==> config.mk <==
export PLATFORM = sky130hd
export DESIGN_NAME = serial_add_ctrl
export DESIGN_NICKNAME = d
export VERILOG_FILES = /design/src/rtl/serial_add_ctrl.sv
export SDC_FILE = /design/constraint.sdc
export NUM_CORES = 1
export LEC_CHECK = 0
export ABC_AREA = 1
export BUFFER_PORTS_ARGS = -buffer_cell sky130_fd_sc_hd__clkbuf_2
export CAP_MARGIN = 15
export CORE_MARGIN = 8
export CORE_UTILIZATION = 49
export CTS_CLUSTER_DIAMETER = 80
export DETAILED_ROUTE_END_ITERATION = 8
export GPL_ROUTABILITY_DRIVEN = 0
export PLACE_DENSITY_LB_ADDON = 0.15
export SYNTH_ARGS = -nofsm -noshare
export SYNTH_HDL_FRONTEND = slang
export SYNTH_SLANG_ARGS = --single-unit
==> constraint.sdc <==
create_clock -name clk -period 1.2 [get_ports clk]
set_input_delay 0.24 -clock clk [delete_from_list [all_inputs] [get_ports clk]]
set_output_delay 0.24 -clock clk [all_outputs]
set_load 0.02 [all_outputs]
==> src/rtl/serial_add_ctrl.sv <==
// serial_add_ctrl: bit-serial add/subtract engine built around a single shared full_adder cell.
// Also holds that full_adder cell, so the design is one self-contained file.
module full_adder (
  input  logic x,
  input  logic y,
  input  logic ci,
  output logic s,
  output logic co
);
  assign s  = x ^ y ^ ci;
  assign co = (x & y) | (ci & (x ^ y));
endmodule

module serial_add_ctrl #(
  parameter int WIDTH = 8
) (
  input  logic             clk,
  input  logic             rst_n,
  input  logic             start,
  input  logic             sub,
  input  logic [WIDTH-1:0] a,
  input  logic [WIDTH-1:0] b,
  input  logic             ack,
  output logic             busy,
  output logic             done,
  output logic [WIDTH-1:0] sum,
  output logic             cout,
  output logic             ovf
);
  localparam int CW = $clog2(WIDTH);
  typedef enum logic [1:0] {IDLE, RUN, DONE} state_t;
  state_t state;
  logic [WIDTH-1:0] ra, rb;
  logic [CW-1:0] cnt;
  logic carry, msb_cin, fa_s, fa_co;
  full_adder u_fa (.x(ra[0]), .y(rb[0]), .ci(carry), .s(fa_s), .co(fa_co));
  // cout/ovf are registered on the last RUN edge so they stay put after carry is reloaded by the next start
  always_ff @(posedge clk or negedge rst_n) begin
    if (!rst_n) begin
      state   <= IDLE;
      ra      <= '0;
      rb      <= '0;
      cnt     <= '0;
      carry   <= 1'b0;
      msb_cin <= 1'b0;
      sum     <= '0;
      cout    <= 1'b0;
      ovf     <= 1'b0;
      busy    <= 1'b0;
      done    <= 1'b0;
    end else begin
      case (state)
        IDLE: if (start) begin
          ra    <= a;
          rb    <= sub ? ~b : b;
          carry <= sub;
          cnt   <= '0;
          sum   <= '0;
          cout  <= 1'b0;
          ovf   <= 1'b0;
          busy  <= 1'b1;
          state <= RUN;
        end
        RUN: begin
          sum   <= {fa_s, sum[WIDTH-1:1]};
          ra    <= ra >> 1;
          rb    <= rb >> 1;
          carry <= fa_co;
          cnt   <= cnt + CW'(1);
          if (cnt == CW'(WIDTH-1)) begin
            msb_cin <= carry;
            cout    <= fa_co;
            ovf     <= carry ^ fa_co;
            done    <= 1'b1;
            state   <= DONE;
          end
        end
        DONE: if (ack) begin
          busy  <= 1'b0;
          done  <= 1'b0;
          state <= IDLE;
        end
        default: state <= IDLE;
      endcase
    end
  end
endmodule

---- Word-level counts from Yosys, hierarchy flattened ----
Index checks and enable logic that the tools add are counted.
word-level totals
  register bits after elaboration ......... 34
  bits in latches ......................... 0
  RAM bits ................................ 0
  memory bits (read-only) ................. 0
  bits of input ports ..................... 21
  output and inout port bits .............. 12
  memories kept ........................... 0
cells by class
  add/sub/neg operators ................... 1
  multipliers ............................. 0
  div/mod/pow operators ................... 0
  magnitude comparators ................... 0
  equal/unequal tests ..................... 6
  shifts and indexed selects .............. 0
  muxes and demuxes ....................... 25
  bitwise gates (word level) .............. 7
  reductions and logical operators ........ 9
operators by type and width
  operator                                                         number
  8-bit case mux with 2 select lines                               3
  8-bit 2-to-1 mux                                                 4
  3-bit AND reduction                                              4
  1-bit case mux with 2 select lines                               5
  8-bit NOT                                                        1
  1-bit 2-to-1 mux                                                 7
  2-bit 2-to-1 mux                                                 3
  2-bit inequality test, second input constant                     3
  2-bit case mux with 3 select lines                               1
  3-bit case mux with 2 select lines                               1
  2-bit nonzero test                                               3
  3-bit by 1-bit adder with 3-bit output, second input constant    1
  3-bit == test, second input constant                             1
  3-bit 2-to-1 mux                                                 1
  1-bit bitwise XOR                                                3
  1-bit bitwise AND                                                2
  2-bit by 1-bit == test with 1-bit output, second input constant  1
  2-bit == test, second input constant                             1
  2-bit logical NOT                                                1
  2-bit AND reduction                                              1
  1-bit OR                                                         1

---- Logic depth before layout (Yosys ltp) ----
Gate-level depths: netlist of the first run.
  word-level depth ........................ 6
  gate-level depth with buffers ........... 7

---- Modules after synthesis ----
From an unflattened synthesis of the first run, not the netlist that was laid out.
second synthesis, totals
  cells, all modules ...................... 226
  area total of the unflattened synthesis .. 1731.7 um2
by module, submodules not included
  module           instances  cells an instance  area an instance (um2)  sequential area each (um2)
  serial_add_ctrl  1          225                1711.6                  850.8
  full_adder       1          1                  20.0                    0.0

---- Worst setup path after synthesis of the first run ----
OpenSTA, ideal clock, no wires.
  path type ............................... register to register
  from .................................... register carry
  to ...................................... register ovf
  arrival ................................. 1.101 ns
  slack ................................... -0.018 ns
  stages on the path, launching flop included .. 8
  path buffers ............................ 0
  period minus slack after synthesis ...... 1.218 ns
  cell sequence ........................... dfrtp_1 -> fa_1 -> inv_1 -> nand2_1 -> nand2_1 -> nor2_1 -> nand2_1 -> nand2_1
between the ends
  longest elaborated chain between the ends .. 5
ends and longest elaborated chain
  what                                  line  source
  from (decl)                           35    logic carry, msb_cin, fa_s, fa_co;
  from (signal assigned)                56    carry <= sub;
  from (signal assigned)                68    carry <= fa_co;
  1-bit bitwise AND                     11    assign co = (x & y) | (ci & (x ^ y));
  1-bit OR                              11
  1-bit bitwise XOR *                   73    ovf <= carry ^ fa_co;
  1-bit 2-to-1 mux *                    70    if (cnt == CW'(WIDTH-1)) begin
  1-bit case mux with 2 select lines *  52    case (state)
  to (signal assigned)                  73
  to (decl)                             28    output logic ovf
Every way passes the cells marked *; elsewhere a longest branch is shown, timed or not. The select of a mux whose other input is x is not followed.
A chain may end at the register's enable or synchronous reset.

---- Worst setup path in the final report of the first run ----
Same ends and word-level chain as after synthesis.

==> qor.csv, run 1 <==
stage;metric;value;unit
finish;fin area;2180;um^2
routing;DRT Pass-1 Iters;4;
yosys;cells after synthesis;216;
yosys;area leader, netlist;dfrtp_1;
worst_setup_path;Crit Path Max Fanout;2;
grt;vias in the first global route;1437;
yosys;Top FF cell, synth;dfrtp_1;
yosys;post-synth cell types;24;
floorplanning;core area;3340;um^2
worst_setup_path;slowest CP cell;dfrtp_1;
clock_network;CTS buffer count;5;
routing;drt drc;0;
min_path;worst min-delay path category;primary input to flip-flop;
floorplanning;Die Ht;74.8;um
routing;routed via count;1487;
finish;Area Growth Syn to Fin;28.6;%
sta;Final TNS setup;0;ps
grt;antenna violations before repair;0;
clock_network;Clock Tree Buf Depth;2;
clock_network;clock-pin slew on the worst setup and hold paths;100;ps
worst_setup_path;kind of critical path;flip-flop to flip-flop;
pwr;share of total power in combinational logic;49.7;%
clock_network;TritonCTS clock tree;done;
yosys;sequential fraction of the synthesis area;50.3;%
yosys;Post-synth EDFFs;0;
sta;Slew @ Worst Pin;208;ps
worst_setup_path;CP delay by family, top;flip-flops;
sta;post-layout min period;1200;ps
sta;pins over their slew limit;0;
finish;Final nets;290;
yosys;Mapped Avg Cell Area;7.83;um^2
pwr;P_int;0.00335;W
routing;ANT nets after route;0;
pwr;sequential share of power;35.1;%
pwr;sw frac;40.4;%
grt;aggregate global routing overflow;0;
clock_network;H-tree depth;2;
yosys;most common cell in the netlist;nand2_1;
worst_setup_path;CP arrival;1440;ps
worst_setup_path;critical-path cell list;fa_2 -> inv_2 -> nand2_1 -> nand2_1 -> nor2_1 -> nand2_1 -> nand2_1;
yosys;Yosys reg bits;34;
floorplanning;IO Pins;33;
place;DP Area;2000;um^2
grt;global router's overall resource usage;14.3;%
sta;unrepaired setup endpoints after global routing;true;
sta;fin crit share;99.8;%
pwr;Leak Pwr;1.20;nW
routing;post-DR vias/cell;4.77;
routing;routed len/inst;11.8;um
sta;Fin Clk Skew;6.22;ps
pwr;Max VDD drop;0.00128;V
floorplanning;Initial Util;50.7;%
sta;Fin. Hold Viols;0;
pwr;P per Cell Area;2590;nW/um^2
worst_setup_path;worst reg-to-reg path cell count;7;
clock_network;CTS Sinks;34;
worst_setup_path;Crit path depth;7;
outcome;status;finished, final reports clean;
routing;DRT iter0 DRCs;90;
yosys;Synth top cells by count;nand2_1 (99), dfrtp_1 (34), inv_1 (20), nor2_1 (17), nand3_1 (11);
worst_setup_path;element type at the critical path end;flip-flop;
grt;first-pass GRT wire length;6.15;mm
worst_setup_path;Worst Setup Start Kind;flip-flop;
place;DPL Wire Length;2.59;mm
worst_setup_path;Worst path most repeated cell;nand2_1;
floorplanning;FP Rows;21;
yosys;top cells by area, synth;dfrtp_1 (50%), nand2_1 (22%), inv_1 (4.4%), nor2_1 (3.8%), nand3_1 (3.3%);
worst_setup_path;worst stage delay on the critical path;420;ps
clock_network;worst skew pair latency;330;ps
pwr;NetSw;0.00228;W
yosys;post-synthesis async set-or-reset flop share;100;%
pwr;Clock power frac;15.2;%
routing;wirelength, routed;3.69;mm
clock_network;clock root buffer;clkbuf_4;
sta;maximum clock frequency;835;MHz
sta;Setup-failing EPs final;0;
min_path;Hold Path Cell Cnt;2;
yosys;Post-Syn Nets;240;
yosys;Mapped Area;1690;um^2
yosys;post-synth top area share;50.3;%
yosys;Ys Warns;0;
sta;relative slew slack;86.0;%
place;PortBufs;32;
worst_setup_path;CP bufs+invs;1;
grt;largest net degree at the start of global routing;35;
floorplanning;die area;5590;um^2
worst_setup_path;worst path required time;1440;ps
finish;Ant. Diodes;0;
floorplanning;Die W;74.8;um
finish;share of cells above drive strength 1;27.8;%
job;Max Cap Viol;0;
## through the flow
stage / instances / utilization, % / total power (W) / worst slack (ps) / hold WS, ps
2_1_floorplan: 216 / - / 0.00368 / 22.2 / -55.6
3_3_place_gp: 299 / 60.0 / 0.00447 / -4.42 / 217
3_5_place_dp: 299 / 60.0 / 0.00451 / -45.3 / 216
4_1_cts: 309 / 63.3 / 0.00544 / -0.139 / 101
5_1_grt: 312 / 65.2 / 0.00613 / -63.8 / 110
6_report: 312 / 65.2 / 0.00563 / 2.53 / 110
## cell usage in the layout (no fill, tap or decap), drive strengths merged, types with 2 or more instances in the layout
cell type,Yosys,routed
dfrtp,34,34
nor2,18,18
o21ai,7,7
o22ai,6,6
buf,7,18
nand2,101,101
ha,2,2
clkbuf,1,38
inv,22,22
nand3,12,12
## cell families after synthesis
logic type / after synthesis / synth area share (%)
and+or+nand+nor: 133 / 32.2
DFF: 34 / 50.3
buffers and inverters: 30 / 8.58
AOI/OAI and AO/OA: 15 / 5.70
adders and majority gates: 3 / 2.66
xor gates and xnor gates: 1 / 0.518
## layout make-up
type                       instances  area (um^2)
clock buffer                       6         51.3
clock inverter                     1         30.0
fill                             315         1160
inverter                          22         85.1
multi-input combinational        152          741
sequential                        34          852
tap                               46         57.6
timing repair buffer              51          359
## repair_timing
| item | 4_1_cts | 5_1_grt |
|---|---|---|
| hold endpoints to repair | 34 | 0 |
| setup endpoints to repair | 4 | 29 |
| gates resized for setup | 3 | 12 |
| buffers inserted | 2 | 3 |
| pin swaps | 0 | 4 |
| hold buffers | 1 | 0 |
## power by group through the flow
stage          clock network [W]  logic, W  registers [W]
2_1_floorplan                  0   0.00155        0.00212
5_1_grt                 0.000918   0.00317        0.00204
3_5_place_dp                   0   0.00255        0.00197
3_3_place_gp                   0   0.00251        0.00197
4_1_cts                 0.000883   0.00260        0.00195
6_report                0.000857   0.00280        0.00198
## per-layer routing
layer  vias up  global-route usage [%]  wire (um)  part of all wire [%]
met3         8                    4.26        217                   5.9
li1        761                       -          -                     -
met4         0                    6.09         57                   1.5
met1       687                    18.4       1730                    47
met5         -                       0          0                     0
met2        31                    21.9       1690                    46
## sequential cells by signal (all words and copies together), names as in the netlist
register  flops
rb            8
ra            8
ovf           1
carry         1
cout          1
busy          1
state         2
sum           8
cnt           3
done          1
## final timing paths
path | endpoint | start | slack [ps]
worst min register to register | ra[6] | ra[6] | 490
min in group asynchronous | sum[2] | rst_n | 400
worst min-delay path | state[1] | ack | 110
worst max-delay path | ovf | carry | 3
worst max register to register | ovf | carry | 3
max in group asynchronous | state[0] | rst_n | 620
Note: power is estimated with default switching activity, not from simulation.
==> inputs of run 2 (changes only) <==
CELL_PAD_IN_SITES_DETAIL_PLACEMENT = 2   (was unset)
CELL_PAD_IN_SITES_GLOBAL_PLACEMENT = 2   (was unset)
CORE_UTILIZATION = 28   (was 49)
==> run 2 against run 1 <==
  * The run now ends with negative setup slack left
  * Power grew 11%
  * Worst hold slack better by 63 ps
  * Clock skew shrank 3.8 ps
  * Sequential power is essentially flat
  * Design area up 5.5%
  * Critical path depth did not move
  * Routed wire length is 36% higher
  * Core utilization down 26 points
  * Register-to-register slack worse by 40 ps
==> qor.csv, run 2 (synthesis gave the netlist of run 1 again) <==
stage;metric;value;unit;change
clock_network;TritonCTS clock tree;done;;unchanged
pwr;Leak Pwr;1.23;nW;was 1.20 nW
floorplanning;die area;8780;um^2;was 5590 um^2
worst_setup_path;element type at the critical path end;flip-flop;;unchanged
floorplanning;Die Ht;93.7;um;was 74.8 um
pwr;P per Cell Area;2720;nW/um^2;was 2590 nW/um^2
floorplanning;Die W;93.7;um;was 74.8 um
job;Max Cap Viol;0;;unchanged
clock_network;clock-pin slew on the worst setup and hold paths;80;ps;was 100 ps
finish;leading cell type in the layout, fill and taps excluded;nand2_1;;unchanged
floorplanning;Initial Util;28.7;%;was 50.7%
worst_setup_path;worst path required time;1380;ps;was 1440 ps
worst_setup_path;kind of critical path;flip-flop to flip-flop;;unchanged
routing;wirelength, routed;5.03;mm;was 3.69 mm
sta;fin worst setup slack;-39.8;ps;was 2.53 ps
pwr;PnR Total Power;0.00625;W;was 0.00563 W
sta;Slew @ Worst Pin;303;ps;was 208 ps
finish;Final nets;292;;was 290
grt;largest net degree at the start of global routing;35;;unchanged
grt;antenna violations before repair;0;;unchanged
clock_network;CTS buffer count;5;;unchanged
floorplanning;core area;5890;um^2;was 3340 um^2
floorplanning;FP Rows;28;;was 21
clock_network;worst skew pair latency;290;ps;was 330 ps
worst_setup_path;Crit Path Max Fanout;2;;unchanged
clock_network;clock root buffer;clkbuf_8;;was clkbuf_4
routing;routed via count;1564;;was 1487
grt;global router's overall resource usage;11.8;%;was 14.3%
finish;Ant. Diodes;0;;unchanged
place;pre-CTS WS;-129;ps;was -45.3 ps
pwr;Max VDD drop;0.000699;V;was 0.00128 V
worst_setup_path;worst stage delay on the critical path;410;ps;was 420 ps
clock_network;Clock Tree Buf Depth;2;;unchanged
worst_setup_path;Worst Setup Start Kind;flip-flop;;unchanged
outcome;failing checks;negative setup slack;;
sta;Setup-failing EPs final;2;;was 0
sta;unrepaired setup endpoints after global routing;true;;unchanged
worst_setup_path;slowest CP cell;dfrtp_1;;unchanged
grt;vias in the first global route;1742;;was 1437
routing;DRT Pass-1 Iters;6;;was 4
min_path;worst min-delay path category;primary input to flip-flop;;unchanged
outcome;status;finished, violations left;;was finished, final reports clean
place;PortBufs;32;;unchanged
sta;post-layout min period;1240;ps;was 1200 ps
sta;maximum clock frequency;807;MHz;was 835 MHz
finish;share of cells above drive strength 1;29.0;%;was 27.8%
routing;drt drc;0;;unchanged
sta;Fin Clk Skew;2.44;ps;was 6.22 ps
sta;Final TNS setup;-64.9;ps;was 0 ps
clock_network;CTS Sinks;34;;unchanged
sta;fin crit share;103;%;was 99.8%
routing;DRT iter0 DRCs;26;;was 90
finish;Area Growth Syn to Fin;35.7;%;was 28.6%
sta;relative slew slack;79.7;%;was 86.0%
finish;top flop regs;ra x8, rb x8, sum x8;;unchanged
sta;pins over their slew limit;0;;unchanged
place;DPL Wire Length;3.45;mm;was 2.59 mm
routing;post-DR vias/cell;4.55;;was 4.77
worst_setup_path;critical-path cell list;fa_2 -> inv_2 -> nand2_2 -> nand2_2 -> nor2_1 -> nand2_1 -> nand2_1;;was fa_2 -> inv_2 -> nand2_1 -> nand2_1 -> nor2_1 -> nand2_1 -> nand2_1
floorplanning;IO Pins;33;;unchanged
clock_network;H-tree depth;2;;unchanged
sta;Fin. Hold Viols;0;;unchanged
finish;commonest non-fill, non-tap cells in the layout;nand2_1 (97), dfrtp_1 (33), clkbuf_2 (32), inv_1 (19), nor2_1 (15);;was nand2_1 (98), dfrtp_1 (33), clkbuf_2 (32), inv_1 (18), nor2_1 (17)
grt;first-pass GRT wire length;8.27;mm;was 6.15 mm
routing;ANT nets after route;0;;unchanged
grt;aggregate global routing overflow;0;;unchanged
worst_setup_path;CP arrival;1420;ps;was 1440 ps
routing;routed len/inst;14.6;um;was 11.8 um
## run 2: stage by stage
step | util (%) | hold slack (ps) | cells | area [um^2]
2_1_floorplan | - | -55.6 | 216 | 1700
3_3_place_gp | 34.5 | 225 | 329 | 2030
3_5_place_dp | 34.5 | 225 | 329 | 2030
4_1_cts | 37.4 | 148 | 340 | 2200
5_1_grt | 39.0 | 176 | 344 | 2300
6_report | 39.0 | 173 | 344 | 2300
## run 2: per-layer routing
| metal | wire [um] | vias up | global-route usage, % | share of wire (%) |
|---|---|---|---|---|
| met5 | 0 | - | 0 | 0 |
| met4 | 70 | 0 | 4.62 | 1.4 |
| met3 | 184 | 7 | 2.64 | 3.7 |
| met2 | 2590 | 25 | 21.2 | 52 |
| met1 | 2180 | 768 | 13.1 | 43 |
| li1 | - | 764 | - | - |
## run 2: worst max-delay path, delay by kind of cell, from the launching register on
family        cells  cell delay (ps)
fa+ha+maj         1              410
buf+inv           1               80
flops             1              410
simple gates      5              240
## run 2: final cells by class
cell class | instances | area, um^2
timing repair buffer | 53 | 383
tap | 75 | 93.8
sequential | 34 | 852
inverter | 22 | 85.1
clock inverter | 3 | 68.8
clock buffer | 5 | 68.8
fill | 711 | 3590
multi-input combinational | 152 | 744
## run 2: final timing paths
kind | startpoint | end | slack, ps | cells after the start
max | rb[0] | ovf | -40 | 7
min | ack | state[1] | 170 | 2
max reg2reg | rb[0] | ovf | -40 | 7
min reg2reg | rb[6] | rb[6] | 490 | 2
max in group asynchronous | rst_n | state[0] | 560 | 3
min in group asynchronous | rst_n | sum[1] | 440 | 3
## run 2: power breakdown
part           total [W]  internal (W)  switching, W  leakage [nW]
Clock            0.00131      0.000833      0.000474        0.0683
Sequential       0.00198       0.00165      0.000336         0.425
Combinational    0.00295       0.00124       0.00171         0.734
## run 2: what timing repair did
item / 4_1_cts / 5_1_grt
hold endpoints to repair: 34 / 0
buffers inserted: 2 / 3
hold buffers: 1 / 0
setup endpoints to repair: 19 / 17
gates resized for setup: 4 / 14
cloned: 0 / 1
pin swaps: 1 / 4
